`config.mk`:
```
export PLATFORM = sky130hd
export DESIGN_NAME = timing_pattern_gen
export DESIGN_NICKNAME = d
export VERILOG_FILES = /design/src/rtl/patgen_pkg.sv /design/src/rtl/key_debounce.sv /design/src/rtl/timing_pattern_gen.sv
export SDC_FILE = /design/constraint.sdc
export NUM_CORES = 1
export LEC_CHECK = 0
export ABC_AREA = 1
export CORE_ASPECT_RATIO = 1.2
export CORE_MARGIN = 8
export CORE_UTILIZATION = 55
export CTS_BUF_LIST = sky130_fd_sc_hd__clkbuf_4
export CTS_CLUSTER_SIZE = 16
export DETAILED_ROUTE_END_ITERATION = 8
export GPL_ROUTABILITY_DRIVEN = 0
export GPL_TIMING_DRIVEN = 0
export MAX_ROUTING_LAYER = met4
export PLACE_DENSITY = 0.78
export SETUP_SLACK_MARGIN = 0.5
export SYNTH_ARGS = -nofsm -noshare
export SYNTH_HDL_FRONTEND = slang
export SYNTH_SLANG_ARGS = --single-unit
export TNS_END_PERCENT = 50
```
`constraint.sdc`:
```
create_clock -name px_clk -period 1.7 [get_ports px_clk]
set_input_delay 0.17 -clock px_clk [delete_from_list [all_inputs] [get_ports px_clk]]
set_output_delay 0.17 -clock px_clk [all_outputs]
set_load 0.01 [all_outputs]
```
`src/rtl/patgen_pkg.sv`:
```
// Shared types and constants for the timing/pattern generator: pattern
// encoding, colour-bar table and component scaling for arbitrary DATA_W.
package patgen_pkg;

    typedef enum logic [1:0] {
        PT_BARS  = 2'd0,
        PT_RAMP  = 2'd1,
        PT_SOLID = 2'd2,
        PT_CHECK = 2'd3
    } pattern_e;

    localparam int MAX_BARS = 8;

    // 8-bit-per-component reference colours: R, G, B, W, Y, C, M, K
    localparam logic [23:0] BAR_COLORS [MAX_BARS] = '{
        24'hFF0000, 24'h00FF00, 24'h0000FF, 24'hFFFFFF,
        24'hFFFF00, 24'h00FFFF, 24'hFF00FF, 24'h000000
    };

    // Stretch an 8-bit component to comp_w bits by repeating its bit pattern
    // MSB-first; narrower widths keep the top bits. Caller truncates the result.
    function automatic logic [31:0] scale_comp(input logic [7:0] c8, input int comp_w);
        logic [31:0] res;
        logic [7:0]  rot;
        res = '0;
        rot = c8;
        for (int i = 0; i < 32; i++) begin
            if (i < comp_w) begin
                res = {res[30:0], rot[7]};
                rot = {rot[6:0], rot[7]};
            end
        end
        return res;
    endfunction

endpackage

```
`src/rtl/key_debounce.sv`:
```
// Two-flop synchroniser plus stability counter; emits a single-clock pulse
// once the key has been high for more than DEBOUNCE_CYC consecutive clocks.
module key_debounce #(
    parameter int DEBOUNCE_CYC = 20000
) (
    input  logic clk,
    input  logic rstn,
    input  logic key_in,
    output logic press
);

    localparam int CW = $clog2(DEBOUNCE_CYC + 2);
    localparam logic [CW-1:0] CNT_HIT = CW'(DEBOUNCE_CYC);
    localparam logic [CW-1:0] CNT_SAT = CW'(DEBOUNCE_CYC + 1);

    logic          key_meta_reg;
    logic          key_sync_reg;
    logic [CW-1:0] cnt_reg;
    logic          press_reg;

    always_ff @(posedge clk) begin
        if (!rstn) begin
            key_meta_reg <= 1'b0;
            key_sync_reg <= 1'b0;
            cnt_reg      <= '0;
            press_reg    <= 1'b0;
        end else begin
            key_meta_reg <= key_in;
            key_sync_reg <= key_meta_reg;
            // Counter saturates so a held key produces exactly one pulse
            if (!key_sync_reg)
                cnt_reg <= '0;
            else if (cnt_reg != CNT_SAT)
                cnt_reg <= cnt_reg + 1'b1;
            press_reg <= key_sync_reg && (cnt_reg == CNT_HIT);
        end
    end

    assign press = press_reg;

endmodule

```
`src/rtl/timing_pattern_gen.sv`:
```
// Video timing generator with four selectable test patterns, switched only at
// frame start. Define PATGEN_SCROLL_EN to scroll bars/checker 1 px per frame.
module timing_pattern_gen
    import patgen_pkg::*;
#(
    parameter int H_TOTAL      = 1252,
    parameter int H_VAL        = 1242,
    parameter int HFP          = 4,
    parameter int HSP          = 6,
    parameter int HBP          = 0,
    parameter int V_TOTAL      = 2706,
    parameter int V_VAL        = 1920,
    parameter int VFP          = 10,
    parameter int VSP          = 3,
    parameter int VBP          = 5,
    parameter int DATA_W       = 24,
    parameter int NUM_BARS     = 8,
    parameter int CHK_LOG2     = 5,
    parameter int DEBOUNCE_CYC = 20000,
    parameter logic [DATA_W-1:0] SOLID_COLOR = DATA_W'(24'h0000FF)
) (
    input  logic              px_clk,
    input  logic              rstn,
    input  logic [3:0]        key,
    output logic              hsync,
    output logic              vsync,
    output logic              dval,
    output logic              line_en,
    output logic              frame_start,
    output logic [DATA_W-1:0] px_data,
    output logic [1:0]        pt_sel
);

    localparam int COMP_W = DATA_W / 3;
    localparam int BAR_W  = H_VAL / NUM_BARS;
    localparam int HW     = $clog2(H_TOTAL + 1);
    localparam int VW     = $clog2(V_TOTAL + 1);
    localparam int BW     = (NUM_BARS > 1) ? $clog2(NUM_BARS) : 1;
    localparam int PW     = (BAR_W > 1) ? $clog2(BAR_W) : 1;

    localparam logic [HW-1:0] H_LAST   = HW'(H_TOTAL - 1);
    localparam logic [HW-1:0] HS_START = HW'(HFP);
    localparam logic [HW-1:0] HS_END   = HW'(HFP + HSP);
    localparam logic [HW-1:0] HA_START = HW'(HFP + HSP + HBP);
    localparam logic [HW-1:0] HA_END   = HW'(HFP + HSP + HBP + H_VAL);
    localparam logic [HW-1:0] X_LAST   = HW'(H_VAL - 1);
    localparam logic [VW-1:0] V_LAST   = VW'(V_TOTAL - 1);
    localparam logic [VW-1:0] VS_START = VW'(VFP);
    localparam logic [VW-1:0] VS_END   = VW'(VFP + VSP);
    localparam logic [VW-1:0] VA_START = VW'(VFP + VSP + VBP);
    localparam logic [VW-1:0] VA_END   = VW'(VFP + VSP + VBP + V_VAL);
    localparam logic [BW-1:0] BAR_LAST = BW'(NUM_BARS - 1);
    localparam logic [PW-1:0] PX_LAST  = PW'(BAR_W - 1);
    localparam logic [HW-1:0] CHK_X_MASK = HW'(1 << CHK_LOG2);
    localparam logic [VW-1:0] CHK_Y_MASK = VW'(1 << CHK_LOG2);

    generate
        if (HFP + HSP + HBP + H_VAL > H_TOTAL) begin : g_h_illegal
            $error("timing_pattern_gen: horizontal fields exceed H_TOTAL");
        end
        if (VFP + VSP + VBP + V_VAL > V_TOTAL) begin : g_v_illegal
            $error("timing_pattern_gen: vertical fields exceed V_TOTAL");
        end
        if ((DATA_W % 3) != 0 || COMP_W > 32) begin : g_w_illegal
            $error("timing_pattern_gen: DATA_W must be a multiple of 3, max 96");
        end
        if (NUM_BARS < 1 || NUM_BARS > MAX_BARS || BAR_W < 1) begin : g_bar_illegal
            $error("timing_pattern_gen: NUM_BARS out of range for H_VAL");
        end
    endgenerate

    // One step of the running bar position (x', bar index, px within bar);
    // replaces a divide by BAR_W. x' wraps at H_VAL back to bar 0.
    function automatic void bar_step(
        input  logic [HW-1:0] xs_i, input  logic [BW-1:0] bar_i, input  logic [PW-1:0] px_i,
        output logic [HW-1:0] xs_o, output logic [BW-1:0] bar_o, output logic [PW-1:0] px_o
    );
        xs_o  = xs_i + 1'b1;
        bar_o = bar_i;
        px_o  = px_i + 1'b1;
        if (xs_i == X_LAST) begin
            xs_o  = '0;
            bar_o = '0;
            px_o  = '0;
        end else if (bar_i == BAR_LAST) begin
            px_o = px_i;
        end else if (px_i == PX_LAST) begin
            bar_o = bar_i + 1'b1;
            px_o  = '0;
        end
    endfunction

    logic [HW-1:0]     hcnt_reg, hcnt_next;
    logic [VW-1:0]     vcnt_reg, vcnt_next;
    logic              h_wrap, frame_tick, hs_win, vs_win, h_act, v_act;
    logic [HW-1:0]     xs_reg, xs_next, xs_adv, start_xs;
    logic [BW-1:0]     bar_reg, bar_next, bar_adv, start_bar;
    logic [PW-1:0]     bpx_reg, bpx_next, bpx_adv, start_bpx;
    logic [1:0]        pend_sel_reg, pt_sel_reg;
    pattern_e          sel_eff;
    logic              key_press;
    logic              unused_key;
    logic [23:0]       bar_color;
    logic [COMP_W-1:0] ramp_comp;
    logic              chk_bit;
    logic [DATA_W-1:0] bar_pix, ramp_pix, pix;
    logic              hsync_reg, vsync_reg, dval_reg, line_en_reg, frame_start_reg;
    logic [DATA_W-1:0] px_data_reg;

    assign h_wrap     = (hcnt_reg == H_LAST);
    assign hcnt_next  = h_wrap ? '0 : hcnt_reg + 1'b1;
    assign vcnt_next  = !h_wrap ? vcnt_reg : ((vcnt_reg == V_LAST) ? '0 : vcnt_reg + 1'b1);
    assign frame_tick = (hcnt_reg == '0) && (vcnt_reg == '0);
    assign hs_win     = (hcnt_reg >= HS_START) && (hcnt_reg < HS_END);
    assign vs_win     = (vcnt_reg >= VS_START) && (vcnt_reg < VS_END);
    assign h_act      = (hcnt_reg >= HA_START) && (hcnt_reg < HA_END);
    assign v_act      = (vcnt_reg >= VA_START) && (vcnt_reg < VA_END);
    assign unused_key = ^key[3:1];

    key_debounce #(.DEBOUNCE_CYC(DEBOUNCE_CYC)) u_key_debounce (
        .clk    (px_clk),
        .rstn   (rstn),
        .key_in (key[0]),
        .press  (key_press)
    );

`ifdef PATGEN_SCROLL_EN
    logic [15:0]   fcnt_reg;
    logic [HW-1:0] off_xs_reg, off_xs_adv;
    logic [BW-1:0] off_bar_reg, off_bar_adv;
    logic [PW-1:0] off_bpx_reg, off_bpx_adv;

    // Line start position tracks fcnt mod H_VAL; it restarts when fcnt wraps
    always_comb begin
        bar_step(off_xs_reg, off_bar_reg, off_bpx_reg, off_xs_adv, off_bar_adv, off_bpx_adv);
        start_xs  = off_xs_reg;
        start_bar = off_bar_reg;
        start_bpx = off_bpx_reg;
        if (frame_tick) begin
            if (fcnt_reg == 16'hFFFF) begin
                start_xs  = '0;
                start_bar = '0;
                start_bpx = '0;
            end else begin
                start_xs  = off_xs_adv;
                start_bar = off_bar_adv;
                start_bpx = off_bpx_adv;
            end
        end
    end

    always_ff @(posedge px_clk) begin
        if (!rstn) begin
            fcnt_reg    <= '0;
            off_xs_reg  <= '0;
            off_bar_reg <= '0;
            off_bpx_reg <= '0;
        end else begin
            if (frame_tick)
                fcnt_reg <= fcnt_reg + 1'b1;
            off_xs_reg  <= start_xs;
            off_bar_reg <= start_bar;
            off_bpx_reg <= start_bpx;
        end
    end
`else
    assign start_xs  = '0;
    assign start_bar = '0;
    assign start_bpx = '0;
`endif

    always_comb begin
        bar_step(xs_reg, bar_reg, bpx_reg, xs_adv, bar_adv, bpx_adv);
        xs_next  = xs_reg;
        bar_next = bar_reg;
        bpx_next = bpx_reg;
        if (hcnt_next == HA_START) begin
            xs_next  = start_xs;
            bar_next = start_bar;
            bpx_next = start_bpx;
        end else if (h_act) begin
            xs_next  = xs_adv;
            bar_next = bar_adv;
            bpx_next = bpx_adv;
        end
    end

    // Pixel at hcnt=vcnt=0 already belongs to the newly selected pattern
    assign sel_eff   = pattern_e'(frame_tick ? pend_sel_reg : pt_sel_reg);
    assign bar_color = BAR_COLORS[3'(bar_reg)];
    assign ramp_comp = COMP_W'(hcnt_reg - HA_START);
    assign chk_bit   = (|(xs_reg & CHK_X_MASK)) ^ (|((vcnt_reg - VA_START) & CHK_Y_MASK));

    generate
        for (genvar gi = 0; gi < 3; gi++) begin : g_comp
            assign bar_pix[gi*COMP_W +: COMP_W]  = COMP_W'(scale_comp(bar_color[gi*8 +: 8], COMP_W));
            assign ramp_pix[gi*COMP_W +: COMP_W] = ramp_comp;
        end
    endgenerate

    always_comb begin
        pix = '0;
        case (sel_eff)
            PT_BARS:  pix = bar_pix;
            PT_RAMP:  pix = ramp_pix;
            PT_SOLID: pix = SOLID_COLOR;
            PT_CHECK: pix = chk_bit ? '1 : '0;
            default:  pix = '0;
        endcase
    end

    always_ff @(posedge px_clk) begin
        if (!rstn) begin
            hcnt_reg        <= '0;
            vcnt_reg        <= '0;
            xs_reg          <= '0;
            bar_reg         <= '0;
            bpx_reg         <= '0;
            pend_sel_reg    <= '0;
            pt_sel_reg      <= '0;
            hsync_reg       <= 1'b0;
            vsync_reg       <= 1'b0;
            dval_reg        <= 1'b0;
            line_en_reg     <= 1'b0;
            frame_start_reg <= 1'b0;
            px_data_reg     <= '0;
        end else begin
            hcnt_reg        <= hcnt_next;
            vcnt_reg        <= vcnt_next;
            xs_reg          <= xs_next;
            bar_reg         <= bar_next;
            bpx_reg         <= bpx_next;
            pend_sel_reg    <= pend_sel_reg + 2'(key_press);
            if (frame_tick)
                pt_sel_reg  <= pend_sel_reg;
            hsync_reg       <= hs_win;
            vsync_reg       <= vs_win;
            dval_reg        <= h_act && v_act;
            line_en_reg     <= v_act;
            frame_start_reg <= frame_tick;
            px_data_reg     <= (h_act && v_act) ? pix : '0;
        end
    end

    assign hsync       = hsync_reg;
    assign vsync       = vsync_reg;
    assign dval        = dval_reg;
    assign line_en     = line_en_reg;
    assign frame_start = frame_start_reg;
    assign px_data     = px_data_reg;
    assign pt_sel      = pt_sel_reg;

endmodule

```
==> impl_metrics.csv <==
group,metric,value,unit
timing,timing.final.ws_setup,-0.375,ns
synth,yosys.area.top_type_share,35.9,%
global_route,grt_util_met2,40.5,%
setup_path,reg2reg_to,"px_data[23]$_SDFF_PN0_",
timing,layout_min_cycle_time,2.07,ns
setup_path,reg2regPathDepth,12,
clock_network,htree_levels,3,
global_route,grt_pass1_vias,5273,
timing,slew_viol_final,0,
timing,max_clock_freq,0.482,GHz
synth,netlist_top_cells_count,"nand2_1 (138), inv_1 (102), dfxtp_1 (96), nor2_1 (90), nand3_1 (75)",
power,power.total,4.14,mW
finish,final_cell_area,7710,um2
setup_path,critPathKind,"flop to flop",
clock_network,clk_latency,0.48,ns
place,port_buffers,32,
floorplanning,die_w,106,um
synth,ys_warn_count,0,
floorplanning,core,9520,um2
place,place_hpwl,8.81,mm
floorplanning,die_h,124,um
routing,drt_iter0_drc,504,
floorplanning,dieArea,13200,um2
routing,vias,5871,
finish,layout-drive-gt1-share,44.5,%
global_route,grt_use_total,22.7,%
routing,vias_per_cell,5.92,
finish,antenna_cells,0,
routing,wl_per_cell,18.4,um
setup_path,cp.arrival,2.45,ns
finish,final_cells,991,
synth,ys_types,44,
timing,max_slew_margin,63.3,%
synth,syn_nets,778,
synth,yosysTopAreaCell,"dfxtp_1",
setup_path,required,2.08,ns
clock_network,cts_tree,"done",
routing,drc_errors,0,
finish,final_nets,893,
synth,synth_area_leaders,"dfxtp_1 (36%), nand2_1 (9.7%), inv_1 (7.2%)",
clock_network,cts_root_buf,"clkbuf_4",
clock_network,clockBufferDepth,2,
outcome,violations,"hold timing, setup timing",
global_route,busiest_layer,"met2",
global_route,antenna_found_initial,0,
floorplanning,row_count,39,
setup_path,path_max_fanout,9,
worst_hold_path,hold_path.class,"primary input to flop",
global_route,grtUsageMet1,22.9,%
timing,finalClockSkew,0.0175,ns
global_route,grt_max_degree,16,
global_route,grt_pass1_wl,23.9,mm
timing,worstMarginPinSlew,0.551,ns
global_route,met3_usage,5.12,%
power,p_leak,3.41,nW
routing,dr.pass1.iters,6,
synth,yosys_most_used_dff,"dfxtp_1",
timing,setup_viol,57,
synth,yosysSeqAreaShare,35.9,%
flow_run,drv_cap,0,
floorplanning,ioPinCount,37,
power,max-vdd-ir-drop,391,uV
synth,syn_avg_cell_area,7.15,um2
setup_path,reg2reg_from,"hcnt_reg[5]$_SDFF_PN0_",
finish,fillCellCount,521,
finish,area_growth,44.0,%
place,placed_cells,904,
setup_path,worstSetupStartpointType,"flop",
outcome,status,"finished, violations left",
place,placed_area,5980,um2
clock_network,cts.sinks,96,
timing,finalCritPeriodShare,122,%
floorplanning,start_util,56.3,%
timing,timing.hold.ws,-0.000258,ns
power,p_per_area,537,nW/um2
synth,synth-edff-count,0,
synth,yosysMostFrequentCell,"nand2_1",
worst_hold_path,min_from,"rstn",
worst_hold_path,hold_path_depth,3,
setup_path,cp-end-kind,"flop",
finish,largest_reg_flops,24,
global_route,grt_overflow,0,
routing,ant_nets,0,
clock_network,numCtsBuffers,9,
clock_network,cts.reportedPaths.clkPinSlew,0.14,ns
routing,drt-total-wl,18.2,mm
finish,final_core_util,81.0,%
timing,rsz0062_at_grt,"true",
synth,synth_seq_cells,96,
setup_path,rrSetupSlack,-0.37,ns
synth,netlist_area,5350,um2
synth,synthCells,749,
worst_hold_path,whs_endpoint,"hcnt_reg[1]$_SDFF_PN0_",
timing,hold_viol,1,
synth,synthArstFlopShare,0,%
-- metrics by stage --
stage,setup slack (ns),TNS [ns]
floorplan,0.113,0
global placement,-0.170,-5.78
detailed placement,-0.186,-6.88
CTS,-0.107,-3.57
global route,-0.521,-15.97
finish,-0.375,-11.42
-- layer usage --
metal,up-vias,share of wire [%]
li1,2658,-
met1,2742,36
met2,350,51
met3,121,7.4
met4,0,5.8
met5,-,0
-- cells in the final DEF, fill, tap and decap left out, drive strengths merged, types with 2 or more instances in the layout --
master	instances
nand2	148
inv	110
dfxtp	96
buf	96
nor2	94
nand3	81
a21oi	50
clkbuf	34
nor3	28
nand4	27
o21ai	25
ha	23
xor2	18
xnor2	5
nor4	5
clkinv	4
clkdlybuf4s15	3
or2	3
o21a	2
o21bai	2
a31o	2
-- final cells by class --
cell class | instances | area, um2 | share of cell area (%)
Clock buffer | 10 | 75.1 | 0.974
Multi-Input combinational cell | 521 | 3890 | 50.4
Buffer | 22 | 231 | 3.00
Tap cell | 123 | 154 | 2.00
Timing Repair Buffer | 103 | 886 | 11.5
Clock inverter | 5 | 50.0 | 0.649
Sequential cell | 96 | 1980 | 25.7
Inverter | 111 | 444 | 5.76
-- cells by family after synthesis --
family	count (synthesis)	share of synthesized area, %
buffers and inverters	133	11.1
xor gates and xnor gates	23	3.76
DFF	96	35.9
AOI/OAI and AO/OA	86	10.1
adders and majority gates	23	5.38
and+or+nand+nor	388	33.8
-- timing repair --
action | in CTS | in global routing
endpoints found under the hold margin | 1 | 0
gates cloned | 5 | 3
gates resized for setup | 234 | 159
hold buffers | 1 | 0
setup buffers | 45 | 18
endpoints found under the setup margin | 120 | 120
pin swaps | 43 | 65
-- worst max path at each step --
stage | to | startpoint | cells after the start | slack (ns)
after floorplan | px_data[14]$_SDFF_PN0_ | hcnt_reg[1]$_SDFF_PN0_ | 14 | 0.11
after global placement | vcnt_reg[6]$_SDFFE_PN0N_ | hcnt_reg[0]$_SDFF_PN0_ | 7 | -0.17
after detailed placement | bpx_reg[4]$_SDFFE_PP0P_ | xs_reg[0]$_SDFFE_PP0P_ | 8 | -0.19
after CTS | xs_reg[9]$_SDFFE_PP0P_ | hcnt_reg[1]$_SDFF_PN0_ | 10 | -0.11
after global routing | px_data[23]$_SDFF_PN0_ | hcnt_reg[5]$_SDFF_PN0_ | 11 | -0.52
final | px_data[23]$_SDFF_PN0_ | hcnt_reg[5]$_SDFF_PN0_ | 12 | -0.37
-- critical path: stages (launching register included) --
cell and delay, ns:
dfxtp_1 0.34, buf_6 0.15, nor2_1 0.19, nand2_1 0.13, nor2_2 0.20, nand3_2 0.12
nand2_2 0.09, nand2_2 0.13, buf_8 0.18, nand3_4 0.14, nand3_1 0.15, nand2_1 0.11
inv_1 0.04
-- power breakdown --
part           leakage (nW)  internal (mW)  switching [mW]
combinational          2.55          0.267           0.382
clock                0.0673          0.445           0.755
sequential            0.790           2.26          0.0259
Note: power is estimated with default switching activity, not from simulation.
